### src/rtl/max_frame_arbiter.sv
// max_frame_arbiter
//
// Shares a single find_max engine among N stream requesters, one frame at a
// time. An idle arbiter picks a winner among the requesters with s_valid
// high. It streams the winner's frame into the engine and captures the
// engine's max on done. It then returns {max, requester id} over a
// valid/ready result channel.
//
// Configuration macro: MAX_ARB_FIXED_PRIO_EN
//   defined   - fixed priority, the lowest index wins; no pointer state.
//   undefined - round-robin (default); the search starts at a pointer that
//               moves to gnt+1 on each result handshake.
//
// Ports
//   clk, rst_n  clock, asynchronous active-low reset
//   s_valid     [N]        per-requester beat valid
//   s_last      [N]        per-requester last beat of frame
//   s_data      [N*WIDTH]  per-requester data, requester i at [i*WIDTH +: WIDTH]
//   s_ready     [N]        per-requester beat accept (granted requester only)
//   eng_start   engine start, high for the whole granted frame
//   eng_in      [WIDTH]    engine data in (0 during gaps and outside STREAM)
//   eng_done    engine done, only honoured while waiting for the result
//   eng_max     [WIDTH]    engine maximum
//   res_valid   result valid, held until res_ready
//   res_ready   result accept
//   res_data    [WIDTH]    frame maximum
//   res_id      [IDW]      requester that owned the frame
module max_frame_arbiter #(
  parameter int unsigned N     = 4,
  parameter int unsigned WIDTH = 8,
  localparam int unsigned IDW  = (N > 1) ? $clog2(N) : 1
) (
  input  logic               clk,
  input  logic               rst_n,
  input  logic [N-1:0]       s_valid,
  input  logic [N-1:0]       s_last,
  input  logic [N*WIDTH-1:0] s_data,
  output logic [N-1:0]       s_ready,
  output logic               eng_start,
  output logic [WIDTH-1:0]   eng_in,
  input  logic               eng_done,
  input  logic [WIDTH-1:0]   eng_max,
  output logic               res_valid,
  input  logic               res_ready,
  output logic [WIDTH-1:0]   res_data,
  output logic [IDW-1:0]     res_id
);

  typedef enum logic [1:0] {
    StIdle,
    StStream,
    StWait,
    StResult
  } state_e;

  state_e           state_q, state_d;
  logic [IDW-1:0]   gnt_q, gnt_d;
  logic             res_valid_q, res_valid_d;
  logic [WIDTH-1:0] res_data_q, res_data_d;
  logic [IDW-1:0]   res_id_q, res_id_d;

`ifndef MAX_ARB_FIXED_PRIO_EN
  logic [IDW-1:0]   ptr_q, ptr_d;
`endif

  // Per-requester view of the flat data bus.
  logic [WIDTH-1:0] data_arr [N];

  always_comb begin
    for (int unsigned i = 0; i < N; i++) begin
      data_arr[i] = s_data[i*WIDTH +: WIDTH];
    end
  end

  // Granted requester's handshake signals.
  logic gnt_valid;
  logic gnt_last;

  assign gnt_valid = s_valid[gnt_q];
  assign gnt_last  = s_last[gnt_q];

  // ---------------------------------------------------------------------------
  // Winner search: scan N candidates in priority order and keep the first one
  // that is requesting.
  // ---------------------------------------------------------------------------
  logic           win_found;
  logic [IDW-1:0] win_id;

  always_comb begin
    int unsigned    cand;
    logic [IDW-1:0] cand_id;
    win_found = 1'b0;
    win_id    = '0;
    cand      = 0;
    cand_id   = '0;
    for (int unsigned k = 0; k < N; k++) begin
`ifdef MAX_ARB_FIXED_PRIO_EN
      cand = k;
`else
      // Start at the pointer and wrap from N-1 back to 0.
      cand = 32'(ptr_q) + k;
      if (cand >= N) begin
        cand = cand - N;
      end
`endif
      cand_id = IDW'(cand);
      if (!win_found && s_valid[cand_id]) begin
        win_found = 1'b1;
        win_id    = cand_id;
      end
    end
  end

  // ---------------------------------------------------------------------------
  // State register
  // ---------------------------------------------------------------------------
  always_ff @(posedge clk or negedge rst_n) begin
    if (!rst_n) begin
      state_q     <= StIdle;
      gnt_q       <= '0;
      res_valid_q <= 1'b0;
      res_data_q  <= '0;
      res_id_q    <= '0;
`ifndef MAX_ARB_FIXED_PRIO_EN
      ptr_q       <= '0;
`endif
    end else begin
      state_q     <= state_d;
      gnt_q       <= gnt_d;
      res_valid_q <= res_valid_d;
      res_data_q  <= res_data_d;
      res_id_q    <= res_id_d;
`ifndef MAX_ARB_FIXED_PRIO_EN
      ptr_q       <= ptr_d;
`endif
    end
  end

  // ---------------------------------------------------------------------------
  // Next-state logic
  // ---------------------------------------------------------------------------
  always_comb begin
    state_d     = state_q;
    gnt_d       = gnt_q;
    res_valid_d = res_valid_q;
    res_data_d  = res_data_q;
    res_id_d    = res_id_q;
`ifndef MAX_ARB_FIXED_PRIO_EN
    ptr_d       = ptr_q;
`endif

    unique case (state_q)
      StIdle: begin
        if (win_found) begin
          gnt_d   = win_id;
          state_d = StStream;
        end
      end

      StStream: begin
        // s_ready is high for the grantee all through STREAM, so a valid
        // beat is always an accepted one.
        if (gnt_valid && gnt_last) begin
          state_d = StWait;
        end
      end

      StWait: begin
        if (eng_done) begin
          res_valid_d = 1'b1;
          res_data_d  = eng_max;
          res_id_d    = gnt_q;
          state_d     = StResult;
        end
      end

      StResult: begin
        if (res_valid_q && res_ready) begin
          res_valid_d = 1'b0;
`ifndef MAX_ARB_FIXED_PRIO_EN
          // The requester just served drops to lowest priority.
          if (gnt_q == IDW'(N - 1)) begin
            ptr_d = '0;
          end else begin
            ptr_d = gnt_q + 1'b1;
          end
`endif
          state_d = StIdle;
        end
      end

      default: begin
        state_d = StIdle;
      end
    endcase
  end

  // ---------------------------------------------------------------------------
  // Output logic
  // ---------------------------------------------------------------------------
  always_comb begin
    s_ready   = '0;
    eng_start = 1'b0;
    eng_in    = '0;
    if (state_q == StStream) begin
      s_ready[gnt_q] = 1'b1;
      eng_start      = 1'b1;
      // A gap feeds 0, which cannot raise an unsigned maximum.
      eng_in         = gnt_valid ? data_arr[gnt_q] : '0;
    end
  end

  assign res_valid = res_valid_q;
  assign res_data  = res_data_q;
  assign res_id    = res_id_q;

endmodule

### config.mk
export PLATFORM = sky130hd
export DESIGN_NAME = max_frame_arbiter
export DESIGN_NICKNAME = d
export VERILOG_FILES = /design/src/rtl/max_frame_arbiter.sv
export SDC_FILE = /design/constraint.sdc
export NUM_CORES = 1
export LEC_CHECK = 0
export BUFFER_PORTS_ARGS = -buffer_cell sky130_fd_sc_hd__buf_2
export CAP_MARGIN = 0
export CORE_UTILIZATION = 42
export DETAILED_ROUTE_END_ITERATION = 12
export PLACE_DENSITY_LB_ADDON = 0.05
export SETUP_SLACK_MARGIN = 0.02
export SLEW_MARGIN = 15
export SYNTH_ARGS = -nofsm -noshare
export SYNTH_HDL_FRONTEND = slang
export SYNTH_SLANG_ARGS = --single-unit
### constraint.sdc
create_clock -name clk -period 2.2 [get_ports clk]
set_input_delay 0.11 -clock clk [delete_from_list [all_inputs] [get_ports clk]]
set_output_delay 0.11 -clock clk [all_outputs]
set_load 0.02 [all_outputs]
* Word level (Yosys, flattened, before mapping)
Cells that the tools add are included.
** Cells by class
- $add $sub $neg :: 8
- Magnitude comparators :: 11
- Equality and inequality tests :: 8
- Multiplexer cells :: 42
- Bitwise operators :: 1
- Reduce and logical (&&, ||, !) cells :: 16
** Operators with widths (number)
- $mux 8 :: 4
- $mux 2 :: 13
- $bmux 8 s2 :: 1
- $lt 2x3->1 const B :: 5
- $mux 1 :: 14
- $bmux 1 s2 :: 6
- $ge 3x3->1 const B :: 4
- $ne 2x2->1 const B :: 4
- $pmux 2 s4 :: 1
- $sub 2x1->2 const B :: 4
- $add 2x2->3 const B :: 2
- $eq 2x2->1 const B :: 3
- $logic_and 1x1->1 :: 6
- $reduce_and 2->1 :: 3
- $mux 4 :: 1
- $reduce_and 4->1 :: 1
- $add 2x1->3 const B :: 1
- $ge 2x3->1 const B :: 1
- $logic_not 1->1 :: 3
- $not 2->3 :: 1
- $reduce_and 3->1 :: 1
- $add 2x1->2 const B :: 1
- $demux 1 s2 :: 1
- $eq 2x1->1 const B :: 1
- other kinds (4) :: 4
** Storage, ports and cells
- Bits in registers :: 17
- Input port bits :: 52
- Output and inout port bits :: 24

* Longest topological paths before layout
- Depth after elaboration :: 16
- Depth in mapped cells :: 6
- Gate-level depth less buffers :: 6

* Worst setup path before layout
OpenSTA, ideal clock, no wires.
- Path kind :: register -> register
- Start point :: register gnt_q[0]
- End point :: register state_q[1]
- Library setup time :: 0.125 ns
- Data arrival time :: 1.584 ns
- Required time :: 2.075 ns
- Slack :: 0.491 ns
- Stages on the path, launching flop included :: 5
- Period minus slack after synthesis :: 1.709 ns
- Path through :: dfrtp_1 -> mux4_2 -> a21bo_1 -> nand3_2 -> mux2_4
** Between the ends
- Cells in the longest elaborated chain, start to end :: 5
** RTL lines
- from (decl) :: RTL line 57 : logic [IDW-1:0] gnt_q, gnt_d;
- from (signal assigned) :: RTL line 129 : gnt_q <= gnt_d;
- $bmux 1 s2 (on tied branches) :: RTL line 79, 80
- $mux 1 (on tied branches) :: RTL line 79, 80
- $logic_and 1x1->1 (*) :: RTL line 163 : if (gnt_valid && gnt_last) begin
- $ne 2x2->1 (no line) (*)
- $reduce_and 4->1 (no line) (*)
- to (signal assigned) :: RTL line 119 : state_q <= StIdle;
- to (signal assigned) :: RTL line 128 : state_q <= state_d;
- to (decl) :: RTL line 56 : state_e state_q, state_d;
Mark *: on every way between the ends. The rest lies on a longest branch, timed or not. The select of a mux whose other input is x is not followed.
A chain may end at the register's enable or synchronous reset.

* Worst setup path after layout
- Start point :: register gnt_q[0]
- End point :: output port eng_in[3]
** Between the ends
- Cells in the longest elaborated chain, start to end :: 6
** RTL lines
- $not 2->3 (not written as such) :: RTL line 209 : eng_in = gnt_valid ? data_arr[gnt_q] : '0;
- $bmux 8 s2 :: RTL line 209
- $mux 8 (not written as such) (2 in series) :: RTL line 209
- $mux 8 (*) :: RTL line 209
- $mux 8 (*) :: RTL line 205 : if (state_q == StStream) begin
- to (decl) :: RTL line 40 : output logic [WIDTH-1:0] eng_in,
Marks and branches as above.

==> results.cfg <==
[sta]
setup_violations = 0
max_freq_ghz = 0.5115
setup_tns_ns = 0
post-route-period-util_pct = 88.87
timing.final.hold_violations = 0
period_needed_ns = 1.955
slew_violations = 0
max-slew-margin-rel_pct = 71.39
whs_ns = 0.04000
skew_ns = 0.001595
worst_slew_pin_slew_ns = 0.4281
rsz0062_at_grt = false

[floorplanning]
io_pins = 76
fp.dieH_um = 55.23
rows = 18
start_util_pct = 46.35
coreArea_sq_um = 2567
die_w_um = 55.23
dieArea_sq_um = 3050

[yosys]
yosys-top-cells-count = 17 x dfrtp_1, 10 x nand2_1, 9 x mux2_2, 9 x mux4_2
syn-num-nets = 162
yosysTopAreaCellShare_pct = 35.75
async_flop_share_pct = 100.0
synth_edf_count = 0
ys_seq_area_share_pct = 35.75
ys.flop_type = dfrtp_1
yosys.cell_count.top_type = dfrtp_1
syn_inst = 102
yosysWarnings = 0
synth_area_leader_cell = dfrtp_1
ys_types = 31
netlist_top_cells_area = dfrtp_1 36%, mux4_2 17%, mux2_2 8.5%, ha_1 8.4%, and3_1 4.2%
postSynthAreaPerCell_sq_um = 11.67
synth-seq-cells = 17
syn_area_sq_um = 1190

[power]
ir_drop_mv = 0.9240
p_total_mw = 2.044
power_density_nw_per_um2 = 1242
p_leak_nw = 0.8948

[worst_setup_path]
cp_slowest_cell = mux4_2
crit_buf_inv = 2
crit_type = reg2out
cp.required_ns = 2.09
crit_path_max_incr_delay_ns = 0.52
cp-start-kind = flip-flop
critical_path.max_fanout = 13
crit_family = multiplexers
worstPathCellList = buf_4, mux4_2, and3_1, buf_2
crit_path_end_kind = output pin
arrival_ns = 1.85

[routing]
dr.first_iter.drc_count = 17
wl_met3_um = 177
vias_per_cell = 5.303
routedWlPerCell_um = 14.46
drtPass1Iterations = 3
routed.top_layer = met4
vias = 1119
wl_met1_um = 1105
met2_length_um = 1725
drc = 0
ant_nets = 0
finalWirelength_um = 3051

[clocking]
clockBufferDepth = 2
clock-sinks = 17
clkSlewWorstSetupHoldPaths_ns = 0.10
cts_resized = 0
tritoncts = done
cts_made_buffers = 3
cts.htree.levels = 1
clock-root-buffer = clkbuf_4
clk-insertion-delay-late_ns = 0.29

[grt]
track_usage_pct = 22.19
grt_overflow = 0
grt_pass1_wl_um = 5285
antenna_found_initial = 0
grt_max_degree = 18
grt_pass1_vias = 1169

[placed_design]
place.gp.congestion = 0.7425
hpwl_um = 2433
numPortBuffers = 75
placed_cell_area_sq_um = 1609

[finish]
nFillCells = 227
drive_above_1_share_pct = 56.35
final_nets = 242
utilization_pct = 64.13
fin_area_sq_um = 1647
syn_to_final_growth_pct = 38.38
num_antenna_cells = 0

[flow_run]
maxCapViolations = 0

[worst_hold_path]
hold_path_class = in2reg

[run_status]
outcome = complete, no violations
## cell usage in the layout, fill, tap and decap left out, types with 2 or more instances in the layout
cell type	instances
dfrtp_1	17
clkbuf_4	3
mux2_2	9
buf_4	3
o21ai_0	4
and2_1	4
inv_1	7
mux2i_1	2
and3_1	8
ha_1	8
buf_2	75
mux4_2	9
nand2_1	10
a21oi_1	3
## registers in the layout (all words and copies together) (netlist names)
| name | cells |
|---|---|
| res_data | 8 |
| res_valid | 1 |
| gnt_q | 2 |
| ptr_q | 2 |
| state_q | 2 |
| res_id | 2 |
## logic make-up (layout without fill, tap and decap cells)
family	count (synthesis)	count (layout)	share of synthesized area, %
and+or+nand+nor	29	29	13.25
muxes	22	22	30.70
DFF	17	17	35.75
AOI/OAI and AO/OA	15	15	8.307
buffers and inverters	11	90	3.575
adders and majority gates	8	8	8.413
## per-layer routing
layer,track usage (%),vias to the layer above
met5,0,-
met4,7.143,0
met3,6.557,7
met2,40.28,41
met1,24.69,531
li1,-,540
## report_power, final
part           internal (mW)  switching (mW)
logic                  0.603           0.684
registers              0.470           0.115
clock network         0.0677           0.104
## worst reg2reg max path: cells and delay by family (launching register included)
family / cells / cell delay (ns)
AOI/OAI and AO/OA: 1 / 0.24
DFF: 1 / 0.42
muxes: 2 / 0.90
and+or+nand+nor: 1 / 0.08
## final timing paths
kind | startpoint | end | slack [ns] | cells past startpoint
max | gnt_q[0] | eng_in[3] | 0.24 | 4
min | eng_max[4] | res_data[4] | 0.04 | 2
max reg2reg | gnt_q[0] | state_q[1] | 0.45 | 4
min reg2reg | res_data[6] | res_data[6] | 0.51 | 1
max in group asynchronous | rst_n | res_valid | 1.67 | 2
min in group asynchronous | rst_n | res_data[4] | 0.26 | 2
## area by class of cell
class | count | area, sq um | area share [%]
Clock buffer | 3 | 22.52 | 1.368
Clock inverter | 1 | 5.005 | 0.3040
Inverter | 7 | 26.28 | 1.596
Multi-Input combinational cell | 74 | 721.9 | 43.84
Sequential cell | 17 | 425.4 | 25.84
Tap cell | 30 | 37.54 | 2.280
Timing Repair Buffer | 79 | 407.9 | 24.77
## stage by stage
stage	cells	worst slack, ns
final	211	0.2448
after global routing	211	0.1216
after CTS	211	0.2017
after detailed placement	206	0.4668
after global placement	206	0.5192
after floorplan	102	0.4912
## what timing repair did
| action | in CTS | in global routing |
|---|---|---|
| setup buffers | 0 | 0 |
| endpoints found under the hold margin | 17 | 0 |
| hold buffers | 1 | 0 |
Note: power is estimated with default switching activity, not from simulation.
